File: config.mk
export PLATFORM = sky130hd
export DESIGN_NAME = logic_unit_pipe_flat
export DESIGN_NICKNAME = d
export VERILOG_FILES = /design/src/rtl/logic_unit_pkg.sv /design/src/rtl/logic_unit_pipe_if.sv /design/src/rtl/logic_unit_core.sv /design/src/rtl/logic_unit_pipe.sv /design/src/flat_wrapper.sv
export SDC_FILE = /design/constraint.sdc
export NUM_CORES = 1
export LEC_CHECK = 0
export CORE_ASPECT_RATIO = 1.2
export CORE_UTILIZATION = 35
export CTS_CLUSTER_SIZE = 30
export DETAILED_ROUTE_END_ITERATION = 12
export GPL_TIMING_DRIVEN = 1
export HOLD_SLACK_MARGIN = 0.08
export PLACE_DENSITY_LB_ADDON = 0.15
export RECOVER_POWER = 100
export SYNTH_ARGS = -nofsm -noshare
export SYNTH_HDL_FRONTEND = slang
export SYNTH_SLANG_ARGS = --single-unit
export TNS_END_PERCENT = 1
File: constraint.sdc
create_clock -name clk -period 3.8 [get_ports clk]
set_clock_uncertainty 0.2 [all_clocks]
set_input_delay 0.95 -clock clk [delete_from_list [all_inputs] [get_ports clk]]
set_output_delay 0.95 -clock clk [all_outputs]
set_load 0.005 [all_outputs]
File: src/rtl/logic_unit_pkg.sv
// Shared opcode constants and result-flag helper for the logic unit family.
package logic_unit_pkg;

  localparam logic [2:0] OP_AND   = 3'd0;
  localparam logic [2:0] OP_OR    = 3'd1;
  localparam logic [2:0] OP_XOR   = 3'd2;
  localparam logic [2:0] OP_NAND  = 3'd3;
  localparam logic [2:0] OP_NOR   = 3'd4;
  localparam logic [2:0] OP_XNOR  = 3'd5;
  localparam logic [2:0] OP_ANDN  = 3'd6;
  localparam logic [2:0] OP_PASSB = 3'd7;

  // Widest result the flag helper handles; callers zero-extend into it.
  localparam int FLAG_W = 64;

  typedef struct packed {
    logic zero;
    logic ones;
    logic parity;
  } flags_t;

  // y holds a w-bit value zero-extended to FLAG_W bits.
  function automatic flags_t calc_flags(input logic [FLAG_W-1:0] y, input int w);
    logic [FLAG_W-1:0] mask;
    flags_t f;
    mask     = {FLAG_W{1'b1}} >> (FLAG_W - w);
    f.zero   = (y == '0);
    f.ones   = ((~y & mask) == '0);
    f.parity = ^y;
    return f;
  endfunction

endpackage

File: src/rtl/logic_unit_pipe_if.sv
// Producer/consumer bus of the pipelined logic unit, with the unit as slave.
interface logic_unit_pipe_if #(
  parameter int WIDTH = 8,
  parameter int CNT_W = 16
) ();

  logic             in_valid;
  logic             in_ready;
  logic [WIDTH-1:0] in_a;
  logic [WIDTH-1:0] in_b;
  logic [2:0]       in_op;
  logic             in_acc;
  logic             acc_clear;
  logic             out_valid;
  logic             out_ready;
  logic [WIDTH-1:0] out_y;
  logic             out_zero;
  logic             out_ones;
  logic             out_parity;
  logic [WIDTH-1:0] acc_q;
  logic [CNT_W-1:0] tx_count;

  modport master (
    output in_valid, in_a, in_b, in_op, in_acc, acc_clear, out_ready,
    input  in_ready, out_valid, out_y, out_zero, out_ones, out_parity, acc_q, tx_count
  );

  modport slave (
    input  in_valid, in_a, in_b, in_op, in_acc, acc_clear, out_ready,
    output in_ready, out_valid, out_y, out_zero, out_ones, out_parity, acc_q, tx_count
  );

endinterface

File: src/rtl/logic_unit_core.sv
// Combinational WIDTH-bit bitwise logic core; reused unchanged by the ALU.
module logic_unit_core
  import logic_unit_pkg::*;
#(
  parameter int WIDTH = 8
) (
  input  logic [WIDTH-1:0] a,
  input  logic [WIDTH-1:0] b,
  input  logic [2:0]       op,
  output logic [WIDTH-1:0] y
);

  always_comb begin
    // NOTE: default assignment first so no path through the case can infer a latch.
    y = '0;
    unique case (op)
      OP_AND:   y = a & b;
      OP_OR:    y = a | b;
      OP_XOR:   y = a ^ b;
      OP_NAND:  y = ~(a & b);
      OP_NOR:   y = ~(a | b);
      OP_XNOR:  y = ~(a ^ b);
      OP_ANDN:  y = a & ~b;
      OP_PASSB: y = b;
      default:  y = '0;
    endcase
  end

endmodule

File: src/rtl/logic_unit_pipe.sv
// Registered logic unit: one-deep valid/ready output stage, accumulator
// operand, coherent reduction flags and a saturating accept counter.
module logic_unit_pipe
  import logic_unit_pkg::*;
#(
  parameter int WIDTH = 8,
  parameter int CNT_W = 16
) (
  input  logic            clk,
  input  logic            rst,
  logic_unit_pipe_if.slave bus
);

  logic             ready;
  logic             accept;
  logic [WIDTH-1:0] op_a;
  logic [WIDTH-1:0] result;
  flags_t           flags;

  logic             valid_q;
  logic [WIDTH-1:0] y_q;
  flags_t           flags_q;
  logic [WIDTH-1:0] acc_q;
  logic [CNT_W-1:0] cnt_q;

  // The register frees up in the same cycle the consumer drains it.
  assign ready  = !valid_q || bus.out_ready;
  assign accept = bus.in_valid && ready;

  // Clear wins over the held accumulator only when selecting the operand.
  assign op_a = bus.in_acc ? (bus.acc_clear ? '0 : acc_q) : bus.in_a;

  logic_unit_core #(.WIDTH(WIDTH)) u_core (
    .a  (op_a),
    .b  (bus.in_b),
    .op (bus.in_op),
    .y  (result)
  );

  assign flags = calc_flags(FLAG_W'(result), WIDTH);

  // NOTE: non-blocking assignments so every register samples pre-edge values.
  always_ff @(posedge clk or posedge rst) begin
    if (rst) begin
      valid_q <= 1'b0;
      y_q     <= '0;
      flags_q <= '{zero: 1'b1, ones: 1'b0, parity: 1'b0};
    end else if (accept) begin
      valid_q <= 1'b1;
      y_q     <= result;
      flags_q <= flags;
    end else if (bus.out_ready) begin
      valid_q <= 1'b0;
    end
  end

  always_ff @(posedge clk or posedge rst) begin
    if (rst) begin
      acc_q <= '0;
    end else if (accept && bus.in_acc) begin
      acc_q <= result;
    end else if (bus.acc_clear) begin
      acc_q <= '0;
    end
  end

  always_ff @(posedge clk or posedge rst) begin
    if (rst) begin
      cnt_q <= '0;
    end else if (accept && (cnt_q != {CNT_W{1'b1}})) begin
      cnt_q <= cnt_q + CNT_W'(1);
    end
  end

  assign bus.in_ready   = ready;
  assign bus.out_valid  = valid_q;
  assign bus.out_y      = y_q;
  assign bus.out_zero   = flags_q.zero;
  assign bus.out_ones   = flags_q.ones;
  assign bus.out_parity = flags_q.parity;
  assign bus.acc_q      = acc_q;
  assign bus.tx_count   = cnt_q;

endmodule

File: src/flat_wrapper.sv
// flat-port wrapper written by rule: the top's interface ports become plain ports
module logic_unit_pipe_flat import logic_unit_pkg::*;
#(
  parameter int WIDTH = 8,
  parameter int CNT_W = 16
)
  (clk, rst, bus_in_valid, bus_in_a, bus_in_b, bus_in_op, bus_in_acc, bus_acc_clear, bus_out_ready, bus_in_ready, bus_out_valid, bus_out_y, bus_out_zero, bus_out_ones, bus_out_parity, bus_acc_q, bus_tx_count);
  logic_unit_pipe_if #(.WIDTH(WIDTH), .CNT_W(CNT_W)) bus_i ();
  input  logic clk;
  input  logic rst;
  input wire logic [$bits(bus_i.in_valid)-1:0] bus_in_valid;
  input wire logic [$bits(bus_i.in_a)-1:0] bus_in_a;
  input wire logic [$bits(bus_i.in_b)-1:0] bus_in_b;
  input wire logic [$bits(bus_i.in_op)-1:0] bus_in_op;
  input wire logic [$bits(bus_i.in_acc)-1:0] bus_in_acc;
  input wire logic [$bits(bus_i.acc_clear)-1:0] bus_acc_clear;
  input wire logic [$bits(bus_i.out_ready)-1:0] bus_out_ready;
  output wire logic [$bits(bus_i.in_ready)-1:0] bus_in_ready;
  output wire logic [$bits(bus_i.out_valid)-1:0] bus_out_valid;
  output wire logic [$bits(bus_i.out_y)-1:0] bus_out_y;
  output wire logic [$bits(bus_i.out_zero)-1:0] bus_out_zero;
  output wire logic [$bits(bus_i.out_ones)-1:0] bus_out_ones;
  output wire logic [$bits(bus_i.out_parity)-1:0] bus_out_parity;
  output wire logic [$bits(bus_i.acc_q)-1:0] bus_acc_q;
  output wire logic [$bits(bus_i.tx_count)-1:0] bus_tx_count;
  assign bus_i.in_valid = bus_in_valid;
  assign bus_i.in_a = bus_in_a;
  assign bus_i.in_b = bus_in_b;
  assign bus_i.in_op = bus_in_op;
  assign bus_i.in_acc = bus_in_acc;
  assign bus_i.acc_clear = bus_acc_clear;
  assign bus_i.out_ready = bus_out_ready;
  assign bus_in_ready = bus_i.in_ready;
  assign bus_out_valid = bus_i.out_valid;
  assign bus_out_y = bus_i.out_y;
  assign bus_out_zero = bus_i.out_zero;
  assign bus_out_ones = bus_i.out_ones;
  assign bus_out_parity = bus_i.out_parity;
  assign bus_acc_q = bus_i.acc_q;
  assign bus_tx_count = bus_i.tx_count;
  logic_unit_pipe #(.WIDTH(WIDTH), .CNT_W(CNT_W)) u_core (.clk(clk), .rst(rst), .bus(bus_i));
endmodule
==> out/metrics.cfg, run 1 <==
[status]
outcome = finished with violations
violations = max-capacitance violations, max-slew violations

[floorplan]
core_area_um2 = 7710
io-pin-count = 62
die_x_um = 83.5
die_y_um = 99.9
start_util_pct = 36.2
die_area_um2 = 8340
num_rows = 35

[detailed_routing]
wl_per_cell_um = 14.2
drtAntennaViolNets = 0
drc_errors = 0
dr.pass1.iters = 4
num_vias = 2229
drt-initial-drc-count = 77
finalWirelength_mm = 6.45
viasPerCell = 4.92

[sta]
slew_viol_final = 37
clock.fmax_ghz = 0.272
worst_pin_slew_ns = 1.99
hold_violations = 0
finalCritPeriodShare_pct = 96.6
setup_violations = 0
min_period_ns = 3.67
max_slew_margin_pct = -32.6
fin_tns_setup_ns = 0
worst_hold_slack_ns = 0.280
rsz0062_at_grt = no

[critical_path]
r2r_end = u_core.bus.out_parity
critPathArrivalTime_ns = 3.61
worstSetupStartpointType = input pin
end_kind = register
ff2ff_setup_slack_ns = 0.95
r2r_start = u_core.bus.acc_q[4]
rr_worst_depth = 10
path_class = in2reg
cp_data_required_time_ns = 3.74
path_max_fanout = 8

[synthesis]
yosysWarnings = 0
muxShareOfSynthArea_pct = 10.8
netlist_area_um2 = 2790
syn_nets = 337
synth_top_family_by_area = compound AO/OA/AOI/OAI gates
yosys_most_used_dff = dfrtp_1
synth_edf_count = 0
synth_top_area_cell = dfrtp_1
ys_seq_elements = 36
synth_xor_area_share_pct = 5.33
synth.distinct_cells = 44
synthCells = 279
synth-compound-area-share_pct = 16.0
synth_area_leaders = dfrtp_1, ha_1, mux2_2, inv_1, nand2_1
async_reset_ff_share_pct = 100
yosys.area_share.simple_pct = 13.7
yosysTopAreaCellShare_pct = 31.4
syn_area_per_cell_um2 = 10.0
synthAdderAreaFrac_pct = 14.8
yosysSeqAreaShare_pct = 32.3

[final_layout]
syn2layout_area_growth_pct = 32.3
fin_area_um2 = 3690
n_fill_cell = 746
final_nets = 418
drive_above_1_share_pct = 16.9
post-route-util_pct = 47.9
diodes = 0

[global_routing]
grt_pass1_wl_mm = 10.9
antenna_found_initial = 0
grt_overflow = 0
first_global_vias = 2210
grt_start_max_net_pins = 37
grtUsageTotal_pct = 16.1

[clocking]
cts_root_buffer = clkbuf_8
clock_path_buffers = 2
cts_tree = done
htreeDepth = 2
cts.sinks = 36
cts_buffers = 5
clk_pin_slew_ns = 0.07
clk_latency_ns = 0.28

[worst_hold_path]
min_path_type = reg2reg
min_to = u_core.bus.out_ones
whs_path_depth = 2
min_from = u_core.bus.out_ones

[placement]
dpl-instance-area_um2 = 3630
routabilityCongestion = 0.793
dp_hpwl_mm = 5.06
port_buffers = 61

[flow_run]
timing.max_cap.violations = 1

[power_and_ir_drop]
vdd_drop_max_mv = 0.237
cellPowerDensity_nw_per_um2 = 329
p_leak_nw = 1.83

## cells in the final DEF (no fill, tap or decap), types with 2 or more instances in the layout
master and n:
o21bai_2 2, a21oi_1 2, o21ai_1 8, nor2_1 7
nand4_1 4, clkdlybuf4s50_1 22, mux2_2 11, clkbuf_8 5
nor3_1 3, o21ai_2 8, nand2b_1 2, xor2_1 9
clkbuf_1 6, and3_1 2, ha_1 33, mux2i_1 7
dlygate4sd3_1 39, nand2_1 27, nor2b_1 16, buf_4 19
xnor2_1 6, inv_2 2, a211oi_1 5, a22o_1 10
dfrtp_1 35, nand3_1 6, a31oi_1 2, o21ai_0 7
a221oi_2 3, a221o_1 2, mux2_1 4, xnor2_2 2
inv_1 27
## how the worst max path moves through the flow
stage,start,endpoint,cells past startpoint
finish,bus_acc_clear,u_core.bus.out_parity,12
global placement,bus_in_acc,u_core.bus.out_parity,12
floorplan,bus_in_acc,u_core.bus.out_parity,10
global route,bus_acc_clear,u_core.bus.out_parity,13
detailed placement,bus_in_acc,u_core.bus.out_parity,11
CTS,bus_in_acc,u_core.bus.out_parity,11
## worst max-delay path, stage by stage
cell             delay (ns)
clkdlybuf4s50_1        0.50
buf_12                 0.13
nor2b_1                0.05
mux2_1                 0.35
ha_1                   0.31
a22o_1                 0.22
a221oi_2               0.24
o21bai_2               0.16
ha_1                   0.29
xnor2_2                0.15
xnor2_1                0.16
o21ai_0                0.09
## layout make-up
type / instances / area, µm² / share of cell area (%)
Tap cell: 92 / 115 / 3.12
Clock buffer: 7 / 76.3 / 2.07
Timing Repair Buffer: 86 / 800 / 21.6
Multi-Input combinational cell: 202 / 1690 / 45.7
Inverter: 29 / 109 / 2.95
Sequential cell: 36 / 902 / 24.4
Clock inverter: 1 / 5.00 / 0.136
## cell usage after synthesis, types with 2 or more instances
library cell,count
buf_2,4
dfrtp_1,35
a221oi_2,3
buf_4,2
nand2b_1,2
inv_2,2
o21ai_0,6
a22o_1,10
o21ai_2,8
ha_1,33
xor2_1,9
nor2_1,7
and2_1,2
o21bai_2,3
a31oi_1,2
nor2b_1,16
mux2i_1,7
nand4_1,4
a221o_1,2
mux2_2,15
inv_1,27
a21oi_1,2
nand2_1,27
clkbuf_1,2
a211oi_1,5
nor3_1,3
nand3_1,6
and3_1,2
buf_6,4
xnor2_1,8
o21ai_1,8
## timing repair
action                                  CTS  global route
gates resized for setup                   0             3
endpoints found under the setup margin    0             1
hold buffers                              0             0
setup buffers                             0             0
endpoints found under the hold margin     0             0
## where the power goes
group | internal, mW | switching [mW] | total [mW]
registers | 0.443 | 0.0561 | 0.499
clock network | 0.129 | 0.132 | 0.260
logic | 0.257 | 0.198 | 0.455
total | 0.829 | 0.386 | 1.21
## flip-flops by register name, summed over array words and instances (netlist names)
name,flops
u_core.bus.out_y,8
u_core.bus.out_ones,1
u_core.bus.out_parity,1
u_core.bus.out_zero,1
u_core.bus.tx_count,16
u_core.bus.out_valid,1
u_core.bus.acc_q,8
## stage by stage
step                      cells  worst slack [ns]  power (mW)
final                       453             0.130        1.21
after global routing        453          0.000520        1.30
after CTS                   453             0.151        1.25
after detailed placement    445            -0.162       0.987
after floorplan             279             0.241       0.748
after global placement      445            -0.152       0.974
## per-layer routing
| layer | global-route usage (%) | up-vias | part of all wire, % |
|---|---|---|---|
| met2 | 29.3 | 48 | 52 |
| met4 | 5.48 | 0 | 0.98 |
| met3 | 1.56 | 4 | 2.8 |
| li1 | - | 1122 | - |
| met5 | 0 | - | 0 |
| met1 | 20.1 | 1055 | 44 |
## cells by family after synthesis
group	count (synthesis)
compound gates	54
mux	25
simple gates	73
flops	36
fa+ha+maj	33
buf+inv	41
xor+xnor	17
No activity file was read; power rests on OpenSTA's default activity.
==> run 2: changes to the inputs <==
--- a/config.mk
+++ b/config.mk
@@ -6,7 +6,7 @@
 export NUM_CORES = 1
 export LEC_CHECK = 0
 export CORE_ASPECT_RATIO = 1.2
-export CORE_UTILIZATION = 35
+export CORE_UTILIZATION = 50
 export CTS_CLUSTER_SIZE = 30
 export DETAILED_ROUTE_END_ITERATION = 12
 export GPL_TIMING_DRIVEN = 1
==> run 2 against run 1 <==
Die area decreased by 29%. Largest cell class unchanged. Cell area down 0.85%. Global-route usage up 5.6 points. Non-clock buffer count up 3. Hold slack better by 0.00082 ns. Power decreased by 0.46%. Highest routed layer unchanged. The flow still finishes with violations (max-capacitance violations, max-slew violations). Clock power about the same. Critical path type unchanged.
==> out/metrics.cfg, run 2 (same netlist as run 1, synthesis figures left out) <==
[status]
outcome = finished with violations
violations = max-capacitance violations, max-slew violations

[critical_path]
path_class = in2reg
cp_data_required_time_ns = 3.74  ; about the same
path_max_fanout = 9  ; +1
end_kind = register
worstSetupStartpointType = input pin
critPathArrivalTime_ns = 3.60  ; about the same

[power_and_ir_drop]
vdd_drop_max_mv = 0.149  ; -37%
share_comb_of_total_power_pct = 37.4  ; about the same
cellPowerDensity_nw_per_um2 = 330  ; +0.39%
p_seq_share_pct = 41.1  ; about the same
switching_share_pct = 31.4  ; -0.34 points
power.switching_mw = 0.380  ; -1.5%
p_leak_nw = 1.83  ; about the same
p_int_mw = 0.829  ; about the same
clockPowerShare_pct = 21.5  ; about the same

[floorplan]
core_area_um2 = 5330  ; -31%
die_area_um2 = 5890  ; -29%
io-pin-count = 62  ; unchanged
num_rows = 29  ; -17%
die_y_um = 83.9  ; -16%
die_x_um = 70.2  ; -16%
start_util_pct = 52.4  ; +16 points

[detailed_routing]
finalWirelength_mm = 6.04  ; -6.4%
num_vias = 2285  ; +2.5%
dr.pass1.iters = 4  ; unchanged
drc_errors = 0  ; unchanged
viasPerCell = 5.36  ; +9.0%
wl_per_cell_um = 14.2  ; -0.47%
drtAntennaViolNets = 0  ; unchanged
drt-initial-drc-count = 69  ; -10%

[sta]
slew_viol_final = 37  ; unchanged
setup_violations = 0  ; unchanged
worst_hold_slack_ns = 0.281  ; +0.000819 ns
min_period_ns = 3.66  ; -0.00537 ns
finalCritPeriodShare_pct = 96.4  ; -0.14 points
hold_violations = 0  ; unchanged
max_slew_margin_pct = -24.6  ; +8.0 points
clock.fmax_ghz = 0.273  ; +0.15%
worst_pin_slew_ns = 1.87  ; -0.120 ns
setup_ws_ns = 0.135  ; +0.00537 ns

[final_layout]
drive_above_1_share_pct = 17.9  ; +0.96 points
largest_reg_flops = 16  ; unchanged
diodes = 0  ; unchanged
final_nets = 421  ; +0.72%
layout_common_cells = dlygate4sd3_1, dfrtp_1, ha_1
syn2layout_area_growth_pct = 31.1
n_fill_cell = 454  ; -39%
final_common_cell = dlygate4sd3_1
fin_area_um2 = 3660  ; -0.85%

[global_routing]
grt_pass1_wl_mm = 10.4  ; -4.1%
grt_overflow = 0  ; unchanged
grt_start_max_net_pins = 37  ; unchanged
first_global_vias = 2306  ; +4.3%
grtUsageTotal_pct = 21.7  ; +5.6 points
antenna_found_initial = 0  ; unchanged

[placement]
dpl-instance-area_um2 = 3600  ; -0.76%
dp_hpwl_mm = 4.83  ; -4.4%
preCtsSetupSlack_ns = -0.198  ; -0.0351 ns
port_buffers = 61  ; unchanged
routabilityCongestion = 0.777  ; -2.0%

[clocking]
clk_pin_slew_ns = 0.07  ; about the same
clock_path_buffers = 2  ; unchanged
cts_buffers = 5  ; unchanged
clk_latency_ns = 0.28  ; about the same
htreeDepth = 2  ; unchanged
cts_tree = done
cts.sinks = 36  ; unchanged
cts_root_buffer = clkbuf_8

[flow_run]
timing.max_cap.violations = 1  ; unchanged

[worst_hold_path]
min_path_type = reg2reg

[run 2: changes by cell type in the layout (fill, tap and decap cells not counted), moves of 2 or more]
cell      before  now
buf_4         19   21
clkbuf_1       6    8
mux2_1         4    0
mux2_2        11   15
o21bai_2       2    0
[run 2: layer usage]
| layer | wire length, µm | global-route usage [%] | vias up |
|---|---|---|---|
| li1 | - | - | 1132 |
| met1 | 2520 | 26.0 | 1096 |
| met2 | 3250 | 39.2 | 44 |
| met3 | 155 | 3.02 | 13 |
| met4 | 112 | 7.27 | 0 |
| met5 | 0 | 0 | - |
[run 2: final timing paths]
kind / start / endpoint / slack (ns) / cells past startpoint
max: bus_in_acc / u_core.bus.out_parity / 0.14 / 11
min: u_core.bus.out_y[4] / u_core.bus.out_y[4] / 0.28 / 2
max reg2reg: u_core.bus.acc_q[6] / u_core.bus.out_parity / 0.95 / 10
min reg2reg: u_core.bus.out_y[4] / u_core.bus.out_y[4] / 0.28 / 2
max in group asynchronous: rst / u_core.bus.out_y[4] / 0.75 / 3
min in group asynchronous: rst / u_core.bus.tx_count[10] / 1.57 / 3
[run 2: worst max-delay path, stage by stage]
cell	delay, ns
clkdlybuf4s50_1	0.47
buf_6	0.15
mux2_2	0.37
ha_1	0.31
a22o_1	0.23
a221oi_2	0.25
o21bai_1	0.17
ha_1	0.30
xnor2_2	0.20
xnor2_1	0.13
o21ai_0	0.09
[run 2: cell type report]
class / instances / area, µm² / share of cell area (%)
clock inverters: 1 / 5.00 / 0.137
multi-input cells: 202 / 1690 / 46.2
repair buffers: 89 / 802 / 21.9
flip-flops and latches: 36 / 902 / 24.6
clock buffers: 7 / 76.3 / 2.08
well taps: 62 / 77.6 / 2.12
inverters: 29 / 109 / 2.97
[run 2: timing repair]
action / CTS / global route
buffers inserted: 0 / 0
hold buffers: 0 / 0
endpoints found under the setup margin: 0 / 1
gates resized for setup: 0 / 4
[run 2: power by group through the flow]
stage,sequential (mW),combinational (mW),clock (mW)
finish,0.497,0.453,0.260
global route,0.506,0.501,0.283
CTS,0.501,0.475,0.266
detailed placement,0.508,0.473,0
global placement,0.506,0.461,0
floorplan,0.501,0.246,0
[run 2: per-stage QoR]
stage / util, % / setup TNS (ns) / power, mW / instances
final: 68.7 / 0 / 1.21 / 426
after global routing: 68.7 / -0.00334 / 1.29 / 426
after CTS: 69.1 / 0 / 1.24 / 426
after detailed placement: 67.6 / -0.198 / 0.981 / 418
after global placement: 67.6 / -0.109 / 0.967 / 418
after floorplan: - / 0 / 0.748 / 279
==> variant, RTL diff (config.mk and constraints of run 2) <==
`CNT_W` is set to 16 in 3 places; all go to 32.
--- a/src/rtl/logic_unit_pipe_if.sv
+++ b/src/rtl/logic_unit_pipe_if.sv
@@ -1,7 +1,7 @@
 // Producer/consumer bus of the pipelined logic unit, with the unit as slave.
 interface logic_unit_pipe_if #(
   parameter int WIDTH = 8,
-  parameter int CNT_W = 16
+  parameter int CNT_W = 32
 ) ();
 
   logic             in_valid;
--- a/src/rtl/logic_unit_pipe.sv
+++ b/src/rtl/logic_unit_pipe.sv
@@ -4,7 +4,7 @@
   import logic_unit_pkg::*;
 #(
   parameter int WIDTH = 8,
-  parameter int CNT_W = 16
+  parameter int CNT_W = 32
 ) (
   input  logic            clk,
   input  logic            rst,
--- a/src/flat_wrapper.sv
+++ b/src/flat_wrapper.sv
@@ -2,7 +2,7 @@
 module logic_unit_pipe_flat import logic_unit_pkg::*;
 #(
   parameter int WIDTH = 8,
-  parameter int CNT_W = 16
+  parameter int CNT_W = 32
 )
   (clk, rst, bus_in_valid, bus_in_a, bus_in_b, bus_in_op, bus_in_acc, bus_acc_clear, bus_out_ready, bus_in_ready, bus_out_valid, bus_out_y, bus_out_zero, bus_out_ones, bus_out_parity, bus_acc_q, bus_tx_count);
   logic_unit_pipe_if #(.WIDTH(WIDTH), .CNT_W(CNT_W)) bus_i ();
Ports: changed (resized bus_tx_count); port bits go from 62 to 78. No check against the original RTL was run, so the function may have changed too.
==> variant against run 2 <==
Synthesized area grew 30%. Highest routed layer unchanged. Cell area grew 26%. Largest power group unchanged. Maximum frequency grew 3.0%. Setup slack gained 0.11 ns. Via count grew 25%. Sequential cell count grew 16. Routed wire length grew 32%. Total power grew 21%. Synthesized cell count grew 27%.
==> variant: results (changes against run 2) <==
POWER
-----------------------------------------------------------------------------------------------
Overall Power                                                                           1.46 mW   +21%
Portion of total power attributed to combinational logic                                  31.0%   -6.4 points
Maximum ir drop on the vdd rail                                                          152 uV   +1.7%
Internal                                                                               0.998 mW   +20%
Clk power                                                                              0.323 mW   +24%
Leakage power of the design                                                             2.21 nW   +21%

CLOCKING
-----------------------------------------------------------------------------------------------
Worst skew pair latency                                                                 0.31 ns   +0.03 ns
Clock input transition at the sequential cells of the worst setup and hold paths        0.10 ns   +0.03 ns

SETUP PATH
-----------------------------------------------------------------------------------------------
Maximum net fanout on the critical path                                                       5   -4
Worst endpoint data arrival time                                                        2.41 ns   -1.19 ns
Largest delay share family, worst path                                             buffers and inverters
Delay of the slowest cell on the worst path                                             0.59 ns   +0.12 ns
Register-to-register path setup slack                                                   0.86 ns   -0.09 ns
Source of the worst register-to-register timing path                               u_core.bus.acc_q[5]$_DFF_PP0_
Reg2Reg Depth                                                                                12   +2
Critical path's slowest cell                                                       sky130_fd_sc_hd__dlygate4sd3_1

STA
-----------------------------------------------------------------------------------------------
Slew @ Worst Pin                                                                        1.37 ns   -0.494 ns

ROUTING
-----------------------------------------------------------------------------------------------
DRC violation total after the first TritonRoute iteration                                    68   -1.4%
Detailed-route wire length on metal 1                                                   3160 um   +25%
Met3 routed WL                                                                           224 um   +45%
Post-DR wirelength/cell                                                                 15.0 um   +6.0%
Final wirelength                                                                        8000 um   +32%
Routed wire length on met2                                                              4450 um   +37%
Number of vias per cell after detailed routing                                             5.38   +0.30%

LAYOUT
-----------------------------------------------------------------------------------------------
Ratio of cells with drive above 1 in the final layout                                     13.5%   -4.4 points
Count of nets after finishing                                                               502   +19%
Number of flip-flops in the largest register                                                 32   +16
Fillers                                                                                     580   +28%

SYNTHESIS
-----------------------------------------------------------------------------------------------
Top cells by area, synth                                                           sky130_fd_sc_hd__dfrtp_1 (35%), sky130_fd_sc_hd__ha_1 (11%), sky130_fd_sc_hd__mux2_2 (9.6%)
Syn Nets                                                                                    411   +22%
Cells after synthesis                                                                       353   +27%
Synth top cells by count                                                           sky130_fd_sc_hd__dfrtp_1 (51), sky130_fd_sc_hd__nand2_1 (36), sky130_fd_sc_hd__inv_1 (35)
Part of the Yosys area used for sequential elements                                       35.8%   +3.5 points

PLACE
-----------------------------------------------------------------------------------------------
Total half-perimeter wirelength after legalization and detailed placement               6430 um   +33%
Setup slack at placement                                                              -0.287 ns   -0.0898 ns
Cells after DPL                                                                             524   +25%
Total of buffers placed on input and output ports                                            77   +26%
Placer congestion estimate                                                                0.800   +3.0%

WORST HOLD PATH
-----------------------------------------------------------------------------------------------
Worst min-delay path endpoint                                                      u_core.bus.out_ones$_DFFE_PP0P_
Source of the worst hold timing path                                               u_core.bus.out_ones$_DFFE_PP0P_

GLOBAL ROUTING
-----------------------------------------------------------------------------------------------
Number of global-route vias before repair                                                  2857   +24%
Wire length of the first global-routing pass                                           13400 um   +28%
Largest net degree at the start of global routing                                            27   -27%
Tot GR Track Use                                                                          22.9%   +1.2 points

STATUS
-----------------------------------------------------------------------------------------------
Outcome                                                                            complete, no violations

[variant: through the flow]
| step | cell area [um2] | hold slack [ns] | util [%] | TNS [ns] |
|---|---|---|---|---|
| finish | 4610 | 0.286 | 66.5 | 0 |
| global route | 4610 | 0.317 | 66.5 | 0 |
| CTS | 4680 | 0.298 | 67.5 | 0 |
| detailed placement | 4590 | 0.275 | 66.2 | -0.324 |
| global placement | 4590 | 0.266 | 66.2 | -0.265 |
| floorplan | 3640 | 0.266 | - | 0 |
[variant: worst register-to-register path: stages (launching register included)]
cell and delay (ns):
sky130_fd_sc_hd__dfrtp_1 0.41, sky130_fd_sc_hd__nor2b_1 0.16, sky130_fd_sc_hd__mux2_1 0.35, sky130_fd_sc_hd__ha_1 0.30
sky130_fd_sc_hd__mux2_2 0.26, sky130_fd_sc_hd__nand2_1 0.06, sky130_fd_sc_hd__o21ai_0 0.07, sky130_fd_sc_hd__o21ai_0 0.24
sky130_fd_sc_hd__inv_1 0.08, sky130_fd_sc_hd__ha_1 0.29, sky130_fd_sc_hd__xnor2_1 0.17, sky130_fd_sc_hd__xnor2_1 0.14
sky130_fd_sc_hd__o21ai_0 0.09
[variant: worst max path at each step]
stage                   from                                 to  slack [ns]  cells after the start
3_5_place_dp      bus_in_acc  u_core.bus.out_parity$_DFFE_PP0P_       -0.29                     13
4_1_cts           bus_in_acc  u_core.bus.out_parity$_DFFE_PP0P_        0.05                     13
3_3_place_gp      bus_in_acc  u_core.bus.out_parity$_DFFE_PP0P_       -0.26                     13
2_1_floorplan     bus_in_acc  u_core.bus.out_parity$_DFFE_PP0P_        0.16                     12
5_1_grt        bus_acc_clear  u_core.bus.out_parity$_DFFE_PP0P_        0.16                     14
6_report       bus_out_ready                       bus_in_ready        0.24                      3
[variant: per-layer routing]
layer  global-route usage, %  up-vias
li1                        -     1387
met1                    26.1     1406
met2                    43.2       57
met3                    2.58       12
met4                    9.23        0
met5                       0        -
[variant: layout make-up]
| class | instances | area share, % |
|---|---|---|
| well taps | 87 | 2.36 |
| inverters | 35 | 2.85 |
| multi-input cells | 252 | 45.1 |
| clock buffers | 5 | 1.49 |
| repair buffers | 98 | 19.5 |
| flip-flops and latches | 52 | 28.2 |
| clock inverters | 3 | 0.515 |
[variant: cells by family after synthesis]
| group | synth area share (%) |
|---|---|
| muxes | 16.2 |
| DFF | 35.8 |
| adders and majority gates | 11.4 |
| xor gates and xnor gates | 7.95 |
| and+or+nand+nor | 19.2 |
| AOI/OAI and AO/OA | 3.65 |
| buffers and inverters | 5.85 |
